<file path="src/rtl/db_arbiter.sv">
// db_arbiter: N-channel DataBus arbiter (round-robin or fixed priority) in front of one
// memory/MMU slave port, with slave-timeout bus error and abort on request withdrawal.
module db_arbiter #(
    parameter int NCH        = 2,
    parameter int AW         = 32,
    parameter int DW         = 32,
    parameter int TIMEOUT    = 255,
    parameter bit FIXED_PRIO = 1'b0
) (
    input  logic              clk,
    input  logic              res,
    input  logic [NCH*AW-1:0] m_addr,
    input  logic [NCH*2-1:0]  m_accessType,
    input  logic [NCH*DW-1:0] m_dataOut,
    output logic [DW-1:0]     m_dataIn,
    output logic [NCH-1:0]    m_ready,
    output logic [NCH-1:0]    m_busErr,
    output logic [AW-1:0]     db_addr,
    output logic [1:0]        db_accessType,
    output logic [DW-1:0]     db_dataOut,
    input  logic [DW-1:0]     db_dataIn,
    input  logic              db_ready,
    output logic [NCH-1:0]    grant,
    output logic              busy
);
    localparam logic [1:0]    MEM_ACCESS_NONE = 2'b00;
    localparam int            IW       = (NCH > 1) ? $clog2(NCH) : 1;
    localparam int            CW       = (TIMEOUT > 0) ? $clog2(TIMEOUT + 1) : 1;
    localparam logic          TMO_EN   = (TIMEOUT != 0) ? 1'b1 : 1'b0;
    localparam logic [CW-1:0] CNT_MAX  = {CW{1'b1}};
    localparam logic [CW-1:0] CNT_LAST = CW'((TIMEOUT > 0) ? (TIMEOUT - 1) : 0);

    typedef enum logic [0:0] {
        S_IDLE = 1'b0,
        S_BUSY = 1'b1
    } state_t;

    state_t          state_r;
    state_t          state_nxt_s;
    logic [NCH-1:0]  grant_r;
    logic [IW-1:0]   gidx_r;
    logic [IW-1:0]   last_r;
    logic [CW-1:0]   cnt_r;
    logic [NCH-1:0]  req_s;
    logic            sel_valid_s;
    logic [IW-1:0]   sel_idx_s;
    logic [IW-1:0]   scan_s;
    logic            greq_s;
    logic            tmo_s;

    // Per-channel request flags: anything other than NONE is a request
    always_comb begin
        req_s = '0;
        for (int i = 0; i < NCH; i++) begin
            req_s[i] = (m_accessType[i*2 +: 2] != MEM_ACCESS_NONE);
        end
    end

    // Winner selection: rotate from last+1 in round-robin mode, lowest index in fixed mode
    always_comb begin
        sel_valid_s = 1'b0;
        sel_idx_s   = '0;
        scan_s      = '0;
        for (int k = 0; k < NCH; k++) begin
            if (FIXED_PRIO) begin
                scan_s = IW'(k);
            end else begin
                scan_s = IW'((int'(last_r) + 1 + k) % NCH);
            end
            if (!sel_valid_s && req_s[scan_s]) begin
                sel_valid_s = 1'b1;
                sel_idx_s   = scan_s;
            end else begin
                sel_idx_s   = sel_idx_s;
            end
        end
    end

    // State register
    always_ff @(posedge clk or negedge res) begin
        if (!res) begin
            state_r <= S_IDLE;
        end else begin
            state_r <= state_nxt_s;
        end
    end

    // Next-state logic; withdrawal, completion and timeout all return to idle
    always_comb begin
        greq_s      = req_s[gidx_r];
        tmo_s       = TMO_EN && (cnt_r == CNT_LAST);
        state_nxt_s = state_r;
        case (state_r)
            S_IDLE: begin
                if (sel_valid_s) begin
                    state_nxt_s = S_BUSY;
                end else begin
                    state_nxt_s = S_IDLE;
                end
            end
            S_BUSY: begin
                if (!greq_s || db_ready || tmo_s) begin
                    state_nxt_s = S_IDLE;
                end else begin
                    state_nxt_s = S_BUSY;
                end
            end
            default: state_nxt_s = S_IDLE;
        endcase
    end

    // Grant, round-robin pointer and saturating wait counter
    always_ff @(posedge clk or negedge res) begin
        if (!res) begin
            grant_r <= '0;
            gidx_r  <= '0;
            last_r  <= IW'(NCH - 1);
            cnt_r   <= '0;
        end else begin
            case (state_r)
                S_IDLE: begin
                    if (sel_valid_s) begin
                        grant_r <= NCH'(1'b1) << sel_idx_s;
                        gidx_r  <= sel_idx_s;
                        last_r  <= sel_idx_s;
                        cnt_r   <= '0;
                    end else begin
                        grant_r <= '0;
                    end
                end
                S_BUSY: begin
                    if (state_nxt_s == S_IDLE) begin
                        grant_r <= '0;
                    end else if (cnt_r != CNT_MAX) begin
                        cnt_r   <= cnt_r + CW'(1'b1);
                    end else begin
                        cnt_r   <= cnt_r;
                    end
                end
                default: begin
                    grant_r <= '0;
                end
            endcase
        end
    end

    // Outputs: slave port mirrors the granted master while busy
    always_comb begin
        m_dataIn      = db_dataIn;
        m_ready       = '0;
        m_busErr      = '0;
        db_addr       = '0;
        db_accessType = MEM_ACCESS_NONE;
        db_dataOut    = '0;
        grant         = grant_r;
        busy          = (state_r == S_BUSY);
        if (state_r == S_BUSY) begin
            db_addr       = m_addr[gidx_r*AW +: AW];
            db_accessType = m_accessType[gidx_r*2 +: 2];
            db_dataOut    = m_dataOut[gidx_r*DW +: DW];
            if (greq_s && db_ready) begin
                m_ready[gidx_r] = 1'b1;
            end else if (greq_s && tmo_s) begin
                m_busErr[gidx_r] = 1'b1;
                db_accessType    = MEM_ACCESS_NONE;
            end else begin
                m_ready = '0;
            end
        end else begin
            db_accessType = MEM_ACCESS_NONE;
        end
    end

endmodule

</file>
<file path="config.mk">
export PLATFORM = sky130hd
export DESIGN_NAME = db_arbiter
export DESIGN_NICKNAME = d
export VERILOG_FILES = /design/src/rtl/db_arbiter.sv
export SDC_FILE = /design/constraint.sdc
export NUM_CORES = 1
export LEC_CHECK = 0
export CORE_AREA = 8 8 99 101
export CTS_CLUSTER_DIAMETER = 80
export DETAILED_ROUTE_END_ITERATION = 10
export DIE_AREA = 0 0 107 109
export DONT_BUFFER_PORTS = 1
export PLACE_DENSITY = 0.41
export SYNTH_ARGS = -nofsm -noshare
export SYNTH_HDL_FRONTEND = slang
export SYNTH_SLANG_ARGS = --single-unit
</file>
<file path="constraint.sdc">
create_clock -name clk -period 3.4 [get_ports clk]
set_input_delay 0.68 -clock clk [delete_from_list [all_inputs] [get_ports clk]]
set_output_delay 0.68 -clock clk [all_outputs]
set_load 0.02 [all_outputs]
</file>
Yosys cells after proc, flatten, opt, wreduce, memory -nomap -nowiden
Cells that the tools add are included.

operators by class
  order comparisons = 4
  $add $sub $neg = 3
  reductions and logical operators = 12
  muxes and demuxes = 32
  shifts and indexed selects = 4
  equal/unequal tests = 6
  bitwise gates (word level) = 1

operator list
  kind                                                                           count
  64-bit by 7-bit variable part select with 32-bit output                        2
  32-bit two-way mux                                                             2
  8-bit two-way mux                                                              3
  2-bit two-way mux                                                              10
  8-bit case mux with 2 select lines                                             1
  1-bit two-way mux                                                              13
  8-bit by 1-bit adder with 8-bit output (second input constant)                 1
  8-bit == test (second input constant)                                          1
  8-bit inequality test (second input constant)                                  1
  1-bit by 2-bit less-than comparator with 1-bit output (second input constant)  3
  1-bit logical AND                                                              4
  2-bit by 1-bit inequality test with 1-bit output (second input constant)       2
  2-bit inequality test (second input constant)                                  2
  2-bit case mux with 2 select lines                                             1
  2-bit nonzero test                                                             2
  4-bit by 3-bit variable part select with 2-bit output                          1
  3-bit AND reduction                                                            1
  1-bit adder (second input constant)                                            2
  1-bit logical NOT                                                              2
  1-bit logical OR                                                               2
  1-bit case mux with 2 select lines                                             1
  2-bit AND reduction                                                            1
  1-bit by 1-bit << shifter with 2-bit output (first input constant)             1
  1-bit demux with 1-bit select                                                  1
  2 further kinds                                                                2

storage, ports and cells
  register bits after elaboration = 13
  logic and storage cells = 67

Logic depth before layout (Yosys ltp)
  depth after elaboration = 11
  gate-level depth with buffers = 7

Least setup slack after synthesis
Ideal clock, no wire load.

  path kind = input to output
  start point = input port m_accessType[2]
  end point = output port m_busErr[0]
  cell stages on the path = 4
  path buffers = 1
  required time = 2720 ps
  arrival = 1796 ps
  path slack = 924 ps
  cells stage by stage = nor2_2 a2111o_1 buf_6 nor3_1

between the ends
  word-level cells in the longest chain between the ends = 7

RTL lines
  item                                                     line  source
  from (decl)                                              13    input logic [NCH*2-1:0] m_accessType,
  2-bit nonzero test *                                     55    req_s[i] = (m_accessType[i*2 +: 2] != MEM_ACCESS_NONE);
  1-bit two-way mux (not written as such) * (2 in series)  90    greq_s = req_s[gidx_r];
  1-bit logical AND                                        163   end else if (greq_s && tmo_s) begin
  2-bit two-way mux                                        163
  2-bit two-way mux *                                      161   if (greq_s && db_ready) begin
  2-bit two-way mux *                                      157   if (state_r == S_BUSY) begin
  to (decl)                                                17    output logic [NCH-1:0] m_busErr,

Mark *: on every way between the ends. The rest lies on a longest branch, timed or not. The select of a mux whose other input is x is not followed.

Worst setup path in the final report
  start point = register gidx_r
  end point = output port db_accessType[0]

between the ends
  word-level cells in the longest chain between the ends = 6

RTL lines
  item                                                   line  source
  from (decl)                                            41    logic [IW-1:0] gidx_r;
  from (signal assigned)                                 124   gidx_r <= sel_idx_s;
  1-bit two-way mux (not written as such) (2 in series)  90
  1-bit logical AND                                      163
  2-bit two-way mux                                      163
  2-bit two-way mux *                                    161
  2-bit two-way mux *                                    157
  to (decl)                                              19    output logic [1:0] db_accessType,

Marks and branches as above.

==> flow_summary.toml <==
[route]
wl_per_cell_um = 26.44
drc_errors = 0
vias = 1743
drtAntennaViolNets = 0
viasPerCell = 5.219
detail_route.wirelength_um = 8830
drtPass1Iterations = 4
drtIter0Drc = 164

[floorplan]
dieArea_sq_um = 11660
die_x_um = 107
row_count = 34
num_io_pins = 272
die_h_um = 109
initial_core_util = 0.2383
core_sq_um = 8381

[worst_setup_path]
cp_max_fo = 20
cpLargestDelayFamily = "simple AND/OR/NAND/NOR gates"
ff2ff_path_depth = 6
r2r_end = "cnt_r[6]"
slowest_delay_ps = 620
cp_cell_sequence = "nor3_1, a211o_2, o21ai_0, nor2_1"
endpoint_kind = "output port"
start_kind = "flop"
required_ps = 2720
rrSetupSlack_ps = 1300
path_class = "reg2out"
arrival_ps = 2060
critPathBufInv = 0
cpMaxStageDelayCell = "dfrtp_4"
regToRegStartpoint = "busy"

[yosys]
synthFlopType = "dfrtp_1"
ys_seq_area_frac = 0.1635
synth_fp_nets = 434
synth_cell_types = 35
synth_seq_cells = 13
synthArstFlopShare = 1.000
synth_edf_count = 0
ys_warn_count = 0
syn-cell-area_sq_um = 1997
synthCells = 265
syn_avg_cell_area_sq_um = 7.536

[power_and_ir_drop]
p_leak_nw = 0.8587
ir_worst_vdd_uv = 439.6
finalPower_mw = 1.930
p_per_area_nw_per_um2 = 1007

[final_layout]
areaGrowthSynthToFinish_pct = -4.010
postLayoutCellArea_sq_um = 1917
nets = 395
layout-drive-gt1-share = 0.08000

[global_route]
overflow = 0
grt_usage = 0.1346
grt.busiest_layer = "met2"
grt_pass1_vias = 1755
use_met2 = 0.1874
grt_pass1_wl_um = 11870
use_met3 = 0.08511
grt_max_degree = 56
antenna_found_initial = 6
grt_use_met1 = 0.1658

[sta]
hold_viol_final = 0
period_share = 0.8051
relSlewSlack = 0.5213
rsz0062_at_grt = "no"
finClkSkew_ps = 2.346
hold_slack_ps = 129.5
worst_slack_ps = 662.7
slew_violations = 0
setup_viol = 0
tightest_slew_ps = 712.5
fin_crit_ps = 2737
tns_ps = 0
clock.fmax_ghz = 0.3653

[clock_network]
cts_made_buffers = 3
postCtsResizedCells = 0
cts_tree = "done"
cts-root-buf = "clkbuf_8"
cts_sinks = 13
postCtsHoldBufs = 0
ctsHtreeMaxLevel = 1
cts_setup_buffers = 0
clk_latency_ps = 240
cts.path.max_buffers = 2
path_clk_slew_ps = 60

[placed_design]
dpl-instance-area_sq_um = 1869
hpwl_um = 7645
place_ws_ps = 915.7
routabilityCongestion = 0.7618
io_buffers = 0

[hold_path]
hold_path_class = "in2async"

[status]
outcome = "completed"

[run]
maxCapViolations = 0
[synthesized netlist by cell type, types with 2 or more instances]
cell type  count  area share
a21o_1         2      0.0075
or3_1          2      0.0063
buf_4         32        0.12
mux2i_1       67        0.34
nand3_1        7       0.018
inv_1          4      0.0075
dfrtp_1       12        0.15
a21oi_1        2      0.0050
nand2_1        9       0.017
buf_1          6       0.011
ha_1           2       0.013
o21ai_0        6       0.015
nor2_1        73        0.14
o31ai_1        5       0.019
nor3_1         7       0.018
clkbuf_1       4      0.0075
buf_2          7       0.018
[layer usage]
layer	routed length (um)	part of all wire	vias to the layer above
met5	74	0.0084	-
met4	179	0.020	10
met1	3362	0.38	794
met3	1202	0.14	32
met2	4011	0.45	109
li1	-	-	798
[cells in the final DEF, fill, tap and decap left out, drive strengths merged, types with 2 or more instances in the layout]
cell    instances
mux2i          67
inv             4
nand2           9
or3             2
a21oi           2
a211o           2
o31ai           5
dfrtp          12
o21ai           6
buf             6
a21o            3
clkbuf          4
nor3            7
nor2           74
nand3           7
ha              2
[worst max path at each step]
stage / to / slack (ps) / cells after the start / from
final: db_accessType[0] / 660 / 4 / gidx_r
after CTS: db_accessType[1] / 650 / 4 / gidx_r
after global placement: db_accessType[1] / 930 / 4 / gidx_r
after floorplan: m_busErr[0] / 920 / 4 / m_accessType[2]
after global routing: db_accessType[1] / 540 / 4 / gidx_r
after detailed placement: db_accessType[1] / 920 / 4 / gidx_r
[cells by family after synthesis]
| family | Yosys count | share of synthesized area |
|---|---|---|
| buffers and inverters | 54 | 0.1698 |
| adder cells (fa/ha/maj) | 2 | 0.01253 |
| multiplexers | 67 | 0.3358 |
| flip-flops | 13 | 0.1635 |
| XOR/XNOR | 1 | 0.004387 |
| AO/OA/AOI/OAI | 23 | 0.09149 |
| AND/OR/NAND/NOR | 105 | 0.2224 |
[state kept, by name, summed over array words and instances, names as in the netlist]
register  flops
busy          1
cnt_r         8
gidx_r        1
grant         2
last_r        1
[final cells by class]
type                       instances  area [sq um]
clock buffer                       4         45.04
timing repair buffer               6         57.56
inverter                           4         15.01
tap                              108         135.1
fill                             953          6464
sequential                        13         330.3
antenna                            1         2.502
multi-input combinational        198          1331
[where the power goes]
| group | switching [mW] | total [mW] | internal, mW |
|---|---|---|---|
| logic | 1.03 | 1.44 | 0.411 |
| registers | 0.141 | 0.353 | 0.212 |
| clock network | 0.0551 | 0.138 | 0.0827 |
| total | 1.22 | 1.93 | 0.705 |
[stage by stage]
| step | util | cells |
|---|---|---|
| after global placement | 0.2231 | 329 |
| after floorplan | - | 265 |
| final | 0.2287 | 334 |
| after CTS | 0.2284 | 333 |
| after global routing | 0.2284 | 333 |
| after detailed placement | 0.2231 | 329 |
[worst register-to-register path: cells and delay by family (launching register included)]
family / cells / cell delay [ps]
flip-flops: 1 / 740
AO/OA/AOI/OAI: 3 / 680
buffers and inverters: 3 / 570
No activity file was read; power rests on OpenSTA's default activity.
